**config.mk**
```make
export PLATFORM = sky130hd
export DESIGN_NAME = freq_meter_1s_gate
export DESIGN_NICKNAME = d
export VERILOG_FILES = /design/src/rtl/freq_meter_1s_gate.sv
export SDC_FILE = /design/constraint.sdc
export NUM_CORES = 1
export LEC_CHECK = 0
export CAP_MARGIN = 5
export CORE_ASPECT_RATIO = 1.25
export CORE_UTILIZATION = 34
export DETAILED_ROUTE_END_ITERATION = 7
export GPL_TIMING_DRIVEN = 0
export REMOVE_ABC_BUFFERS = 1
export SYNTH_ARGS = -nofsm -noshare
export SYNTH_HDL_FRONTEND = slang
export SYNTH_SLANG_ARGS = --single-unit
```
**constraint.sdc**
```tcl
create_clock -name clk_in -period 5.9 [get_ports clk_in]
set_input_delay 1.475 -clock clk_in [delete_from_list [all_inputs] [get_ports clk_in]]
set_output_delay 1.475 -clock clk_in [all_outputs]
set_load 0.02 [all_outputs]
```
**src/rtl/freq_meter_1s_gate.sv**
```systemverilog
// freq_meter_1s_gate
//   Counts rising edges of the slow asynchronous input sig_in over a gate
//   window of exactly K clk_in cycles. With K = 100e6 at 100 MHz the result
//   reads directly in Hz. Gates run back-to-back while meas_en is held high,
//   with no dead cycle between windows.
//
//   State table
//     IDLE | counters cleared, waiting for meas_en
//     GATE | window open, edges being counted; busy=1
//
// Ports
//   clk_in     in   1  reference clock
//   rst        in   1  asynchronous reset, active high
//   sig_in     in   1  measured signal, asynchronous to clk_in
//   meas_en    in   1  1 = run gates continuously, 0 = stop/abort
//   freq_out   out  W  edge count of the last completed gate
//   freq_valid out  1  one-cycle pulse when freq_out/overflow update
//   overflow   out  1  last completed gate saturated the count
//   busy       out  1  1 while in GATE
module freq_meter_1s_gate #(
  parameter int K = 100000000,
  parameter int M = 27,
  parameter int W = 27
) (
  input  logic         clk_in,
  input  logic         rst,
  input  logic         sig_in,
  input  logic         meas_en,
  output logic [W-1:0] freq_out,
  output logic         freq_valid,
  output logic         overflow,
  output logic         busy
);

  typedef enum logic {IDLE, GATE} state_t;

  localparam logic [M-1:0] GATE_LAST = M'(K);
  localparam logic [M-1:0] GATE_ONE  = M'(1);
  localparam logic [W-1:0] CNT_ONE   = W'(1);
  localparam logic [W-1:0] CNT_MAX   = '1;

  state_t       state, state_next;
  logic [M-1:0] gate_cnt, gate_cnt_next;
  logic [W-1:0] edge_cnt, edge_cnt_next;
  logic         ovf_flag, ovf_flag_next;
  logic [W-1:0] freq_out_next;
  logic         overflow_next;
  logic         freq_valid_next;

  logic         s1, s2, s3;
  logic         edge_pulse;
  logic [W-1:0] cnt_sum;
  logic         cnt_ovf;

  // three-flop synchroniser; s1/s2 resolve metastability, s3 gives the
  // previous level for edge detection
  always_ff @(posedge clk_in or posedge rst) begin
    if (rst) begin
      s1 <= 1'b0;
      s2 <= 1'b0;
      s3 <= 1'b0;
    end else begin
      s1 <= sig_in;
      s2 <= s1;
      s3 <= s2;
    end
  end

  assign edge_pulse = s2 & ~s3;

  // Saturating add of the current edge. Overflow means an edge arrived
  // while the count was already pinned at its maximum, i.e. an edge was lost.
  always_comb begin
    cnt_ovf = edge_pulse & (edge_cnt == CNT_MAX);
    cnt_sum = edge_cnt;
    if (edge_pulse && !cnt_ovf) begin
      cnt_sum = edge_cnt + CNT_ONE;
    end
  end

  always_ff @(posedge clk_in or posedge rst) begin
    if (rst) begin
      state      <= IDLE;
      gate_cnt   <= '0;
      edge_cnt   <= '0;
      ovf_flag   <= 1'b0;
      freq_out   <= '0;
      overflow   <= 1'b0;
      freq_valid <= 1'b0;
    end else begin
      state      <= state_next;
      gate_cnt   <= gate_cnt_next;
      edge_cnt   <= edge_cnt_next;
      ovf_flag   <= ovf_flag_next;
      freq_out   <= freq_out_next;
      overflow   <= overflow_next;
      freq_valid <= freq_valid_next;
    end
  end

  always_comb begin
    state_next      = state;
    gate_cnt_next   = gate_cnt;
    edge_cnt_next   = edge_cnt;
    ovf_flag_next   = ovf_flag;
    freq_out_next   = freq_out;
    overflow_next   = overflow;
    freq_valid_next = 1'b0;

    unique case (state)
      IDLE: begin
        gate_cnt_next = '0;
        edge_cnt_next = '0;
        ovf_flag_next = 1'b0;
        if (meas_en) begin
          state_next    = GATE;
          gate_cnt_next = GATE_ONE;
        end
      end

      GATE: begin
        if (gate_cnt == GATE_LAST) begin
          // last window cycle: the edge seen now still belongs to this gate,
          // and the result completes even if meas_en has just dropped
          freq_out_next   = cnt_sum;
          overflow_next   = ovf_flag | cnt_ovf;
          freq_valid_next = 1'b1;
          edge_cnt_next   = '0;
          ovf_flag_next   = 1'b0;
          if (meas_en) begin
            gate_cnt_next = GATE_ONE;
          end else begin
            state_next    = IDLE;
            gate_cnt_next = '0;
          end
        end else if (!meas_en) begin
          // abort: partial count discarded, last result held
          state_next    = IDLE;
          gate_cnt_next = '0;
          edge_cnt_next = '0;
          ovf_flag_next = 1'b0;
        end else begin
          edge_cnt_next = cnt_sum;
          ovf_flag_next = ovf_flag | cnt_ovf;
          gate_cnt_next = gate_cnt + GATE_ONE;
        end
      end

      default: begin
        state_next = IDLE;
      end
    endcase
  end

  assign busy = (state == GATE);

endmodule

```
# --- After elaboration in Yosys (flattened, before gate mapping) ---
# Cells that the tools add are included.
classes:
  addsub: 2
  n_mul: 0
  n_div: 0
  order_cmp: 0
  eq_ne: 2
  n_shift: 0
  muxes: 14
  bitwise: 5
  n_reduce_logical: 3
ops:
  columns: ["op", "count"]
  rows:
  - ["two-way mux 27 bit", 5]
  - ["case mux 27 bit (2 select lines)", 2]
  - ["adder 27 x 1 -> 27 bit (second input constant)", 2]
  - ["== test 27 bit (second input constant)", 2]
  - ["two-way mux 1 bit", 6]
  - ["AND 1 bit", 2]
  - ["NOT 1 bit", 2]
  - ["case mux 1 bit (2 select lines)", 1]
  - ["AND reduction 2 bit", 1]
  - ["logical AND 1 bit", 1]
  - ["zero test 1 bit", 1]
  - ["bitwise OR 1 bit", 1]
word_totals:
  ff_bits: 88
  latch_bits: 0
  ram_bits: 0
  rom_bits: 0
  input_bits: 4
  out_inout_bits: 30
  word_cells: 36
  n_memories: 0

# --- Logic depth before layout (Yosys ltp) ---
logic_depth:
  ltp_word: 9
  mapped_depth: 9
  depth_no_buf: 7

# --- Least setup slack after synthesis ---
# OpenSTA, ideal clock, no wires.
synth_timing:
  path_kind: "in2reg"
  startpoint: "input meas_en"
  endpoint: "register gate_cnt[18]"
  setup_ns: 0.132
  arrival_time_ns: 1.953
  t_required_ns: 5.768
  path_slack_ns: 3.815
  cell_stages: 3
  n_path_buf: 1
  path_cell_list: "nand2_1 clkbuf_1 nor2_1"
synth_via:
  elab_chain_len: 3
synth_rtl:
  columns: ["item", "line", "source"]
  rows:
  - ["from (decl)", "28", "input logic meas_en,"]
  - ["two-way mux 27 bit", "136", "end else if (!meas_en) begin"]
  - ["two-way mux 27 bit", "122", "if (gate_cnt == GATE_LAST) begin"]
  - ["case mux 27 bit (2 select lines)", "110", "unique case (state)"]
  - ["named net gate_cnt_next[18]", "43", "logic [M-1:0] gate_cnt, gate_cnt_next;"]
  - ["to (signal assigned)", "92", "gate_cnt <= gate_cnt_next;"]
  - ["to (decl)", "43", null]
# The timed path passes the listed nets, and every way through them passes these cells.
# A chain may end at the register's enable or synchronous reset.

# --- Worst setup path after layout ---
layout_timing:
  startpoint: "register state, in the netlist busy"
  endpoint: "output busy"
layout_rtl:
  columns: ["item", "line", "source"]
  rows:
  - ["from (decl)", "42", "state_t state, state_next;"]
  - ["from (signal assigned)", "91", "state <= state_next;"]
  - ["to (decl)", "32", "output logic busy"]
# No word-level cell between the ends.

==> flow_metrics.py <==
metrics = {
    "run_status": {
        "status": "complete, no violations",
    },
    "timing": {
        "slew_violations": 0,
        "setup_tns_ps": 0,
        "rsz0062_at_grt": "false",
        "finalHoldViolations": 0,
        "relSlewSlack_pct": 31.8,
        "tightest_slew_ps": 1020,
        "clock.fmax_ghz": 0.349,
        "fin_crit_sh_pct": 48.6,
        "period_needed_ps": 2870,
        "setup_viol": 0,
        "skew_ps": 10.3,
    },
    "place": {
        "gp_congestion": 0.846,
        "dp_hpwl_um": 5900,
        "io_buffers": 33,
    },
    "routing": {
        "routedWlPerCell_um": 14.0,
        "first_pass_iters": 5,
        "via_count": 3119,
        "first_iter_violations": 149,
        "drc_errors": 0,
        "via_per_inst": 5.08,
        "drt_wl_total_um": 8590,
        "drtAntennaViolNets": 0,
    },
    "clock_network": {
        "cts_resized": 0,
        "path_clk_slew_ps": 60,
        "htreeDepth": 3,
        "clkLatencyLatePin_ps": 340,
        "cts-root-buf": "clkbuf_16",
        "cts_sinks": 88,
        "holdBufCountCts": 0,
        "cts-buffers-inserted": 9,
        "clockBufferDepth": 2,
        "cts_tree": "built",
        "cts_setup_buffers": 0,
    },
    "synthesis": {
        "synth_compound_area_share_pct": 7.48,
        "avgSynthCellArea_um2": 9.85,
        "synth_top_family_by_area": "simple AND/OR/NAND/NOR gates",
        "synth_fa_ha_area_share_pct": 0.901,
        "yosysWarnings": 0,
        "synth.cell_area_um2": 4170,
        "synth-seq-cells": 88,
        "synthXorXnorAreaFrac_pct": 9.46,
        "yosysSeqAreaShare_pct": 52.8,
        "syn_inst": 423,
        "synth_cell_types": 44,
        "synth-simple-area-share_pct": 25.3,
        "synthMuxAreaShare_pct": 1.02,
    },
    "worst_setup_path": {
        "crit_required_ps": 4430,
        "crit_family": "buffers and inverters",
        "cp_num_buf_inv": 1,
        "path_max_fanout": 4,
        "cpMaxStageDelayCell": "clkdlybuf4s50_1",
        "setup.worst_path.class": "flip-flop to output pin",
        "rr_endpoint": "freq_out[0]$_DFFE_PP0P_",
        "r2r_cells": 6,
        "path_cells": "clkdlybuf4s50_1",
        "r2r-start": "edge_cnt[0]$_DFF_PP0_",
        "worst_setup_path_start_kind": "flip-flop",
        "slowest_delay_ps": 630,
        "worstSetupEndpointType": "output pin",
        "r2r_slack_ps": 3470,
        "arrival_ps": 1390,
    },
    "worst_hold_path": {
        "min_to": "s2$_DFF_PP0_",
        "hold_class": "flip-flop to flip-flop",
        "worstHoldStart": "s1$_DFF_PP0_",
        "holdPathStages": 0,
    },
    "run": {
        "cap_violations": 0,
    },
    "power": {
        "max-vdd-ir-drop_mv": 0.136,
        "power_uw": 1170,
        "leakage_uw": 0.00196,
        "p_per_area_nw_per_um2": 236,
    },
    "grt": {
        "antenna_found_initial": 0,
        "grt_max_degree": 67,
        "overflow": 0,
        "grt_usage_pct": 15.1,
        "grt_pass1_wl_um": 15100,
        "first_global_vias": 3131,
    },
    "floorplan": {
        "coreArea_um2": 11800,
        "die_h_um": 126,
        "die_x_um": 101,
        "start_util_pct": 35.4,
        "ioPinCount": 34,
        "fp.dieArea_um2": 12700,
        "placementRows": 44,
    },
    "cells_and_area": {
        "diodes": 0,
        "area_delta_synth_final_pct": 18.4,
        "nets": 456,
        "post-route-util_pct": 41.9,
        "drive_gt1_share_pct": 5.96,
        "n_fill_cell": 1198,
    },
}
-- report_power, final --
group	internal, uW	total (uW)	switching, uW
clock network	294	526	232
registers	606	608	2.47
logic	8.69	31.3	22.6
-- metal layers --
layer / routed length [um] / GRT usage (%)
met3: 269 / 3.66
met4: 156 / 5.63
met5: 0 / 0
met1: 3820 / 18.7
met2: 4340 / 25.2
-- kinds of logic after synthesis --
family	Yosys count
simple gates	199
buf+inv	29
mux	4
xor+xnor	45
fa+ha+maj	3
flops	88
compound gates	55
-- synthesized netlist by cell type (all sizes together) --
master  number  share of area, %
mux2         2              0.54
a31oi        2              0.30
xnor2       28               5.9
nand4       24               4.0
dfrtp       88                53
o21ai       27               3.2
a21oi       13               1.6
nor4         8               1.6
and4b        4              0.96
xor2        17               3.6
a21boi       2              0.36
nand2       47               4.2
or2          2              0.30
and2         4              0.60
buf          6              0.93
nor4bb       1              0.24
nor4b        3              0.63
nor3         7              0.96
a211o        1              0.21
or3          6              0.93
nand4b       1              0.21
o211ai       3              0.54
ha           3              0.90
a211oi       6               1.1
nand3       17               2.3
or4          3              0.54
o21a         1              0.18
and3         7               1.1
inv          9              0.81
nor2b        1              0.15
and4         7               1.5
nor2        57               5.1
mux2i        2              0.48
clkbuf      14               1.3
-- final cells by class --
| class | instances | area [um2] | share of cell area, % |
|---|---|---|---|
| flip-flops and latches | 88 | 2200 | 44.6 |
| multi-input cells | 306 | 1840 | 37.4 |
| repair buffers | 35 | 378 | 7.66 |
| clock buffers | 10 | 239 | 4.84 |
| well taps | 161 | 201 | 4.08 |
| inverters | 9 | 36.3 | 0.735 |
| clock inverters | 5 | 33.8 | 0.685 |
-- through the flow --
| stage | hold WS (ps) | cells | setup WS [ps] | instance area (um2) |
|---|---|---|---|---|
| detailed placement | 346 | 599 | 3080 | 4660 |
| floorplan | 331 | 403 | 2150 | 4080 |
| CTS | 359 | 614 | 3030 | 4930 |
| global route | 367 | 614 | 2990 | 4930 |
| finish | 356 | 614 | 3030 | 4930 |
| global placement | 340 | 597 | 742 | 4610 |
-- cells in the final DEF, fill, tap and decap left out, drive strengths merged, types with 9 or more instances in the layout --
master	instances
dfrtp	88
nor2	57
nand2	47
clkdlybuf4s50	33
xnor2	28
o21ai	27
nand4	24
xor2	17
nand3	17
a21oi	13
clkbuf	10
inv	9
-- state kept, by name, summed over array words and instances, names as in the netlist --
signal and count:
busy 1, edge_cnt 27, freq_out 27, freq_valid 1
gate_cnt 27, overflow 1, ovf_flag 1, s1 1
s2 1, s3 1
-- worst max path at each step --
stage / from / endpoint / slack [ps] / cells past startpoint
after CTS: busy$_DFF_PP0_ / busy / 3030 / 1
after detailed placement: meas_en / edge_cnt[19]$_DFF_PP0_ / 3080 / 4
after global placement: rst / freq_out[22]$_DFFE_PP0P_ / 740 / 2
after floorplan: rst / busy$_DFF_PP0_ / 2150 / 1
final: busy$_DFF_PP0_ / busy / 3030 / 1
after global routing: busy$_DFF_PP0_ / busy / 2990 / 1
Note: power is estimated with default switching activity, not from simulation.
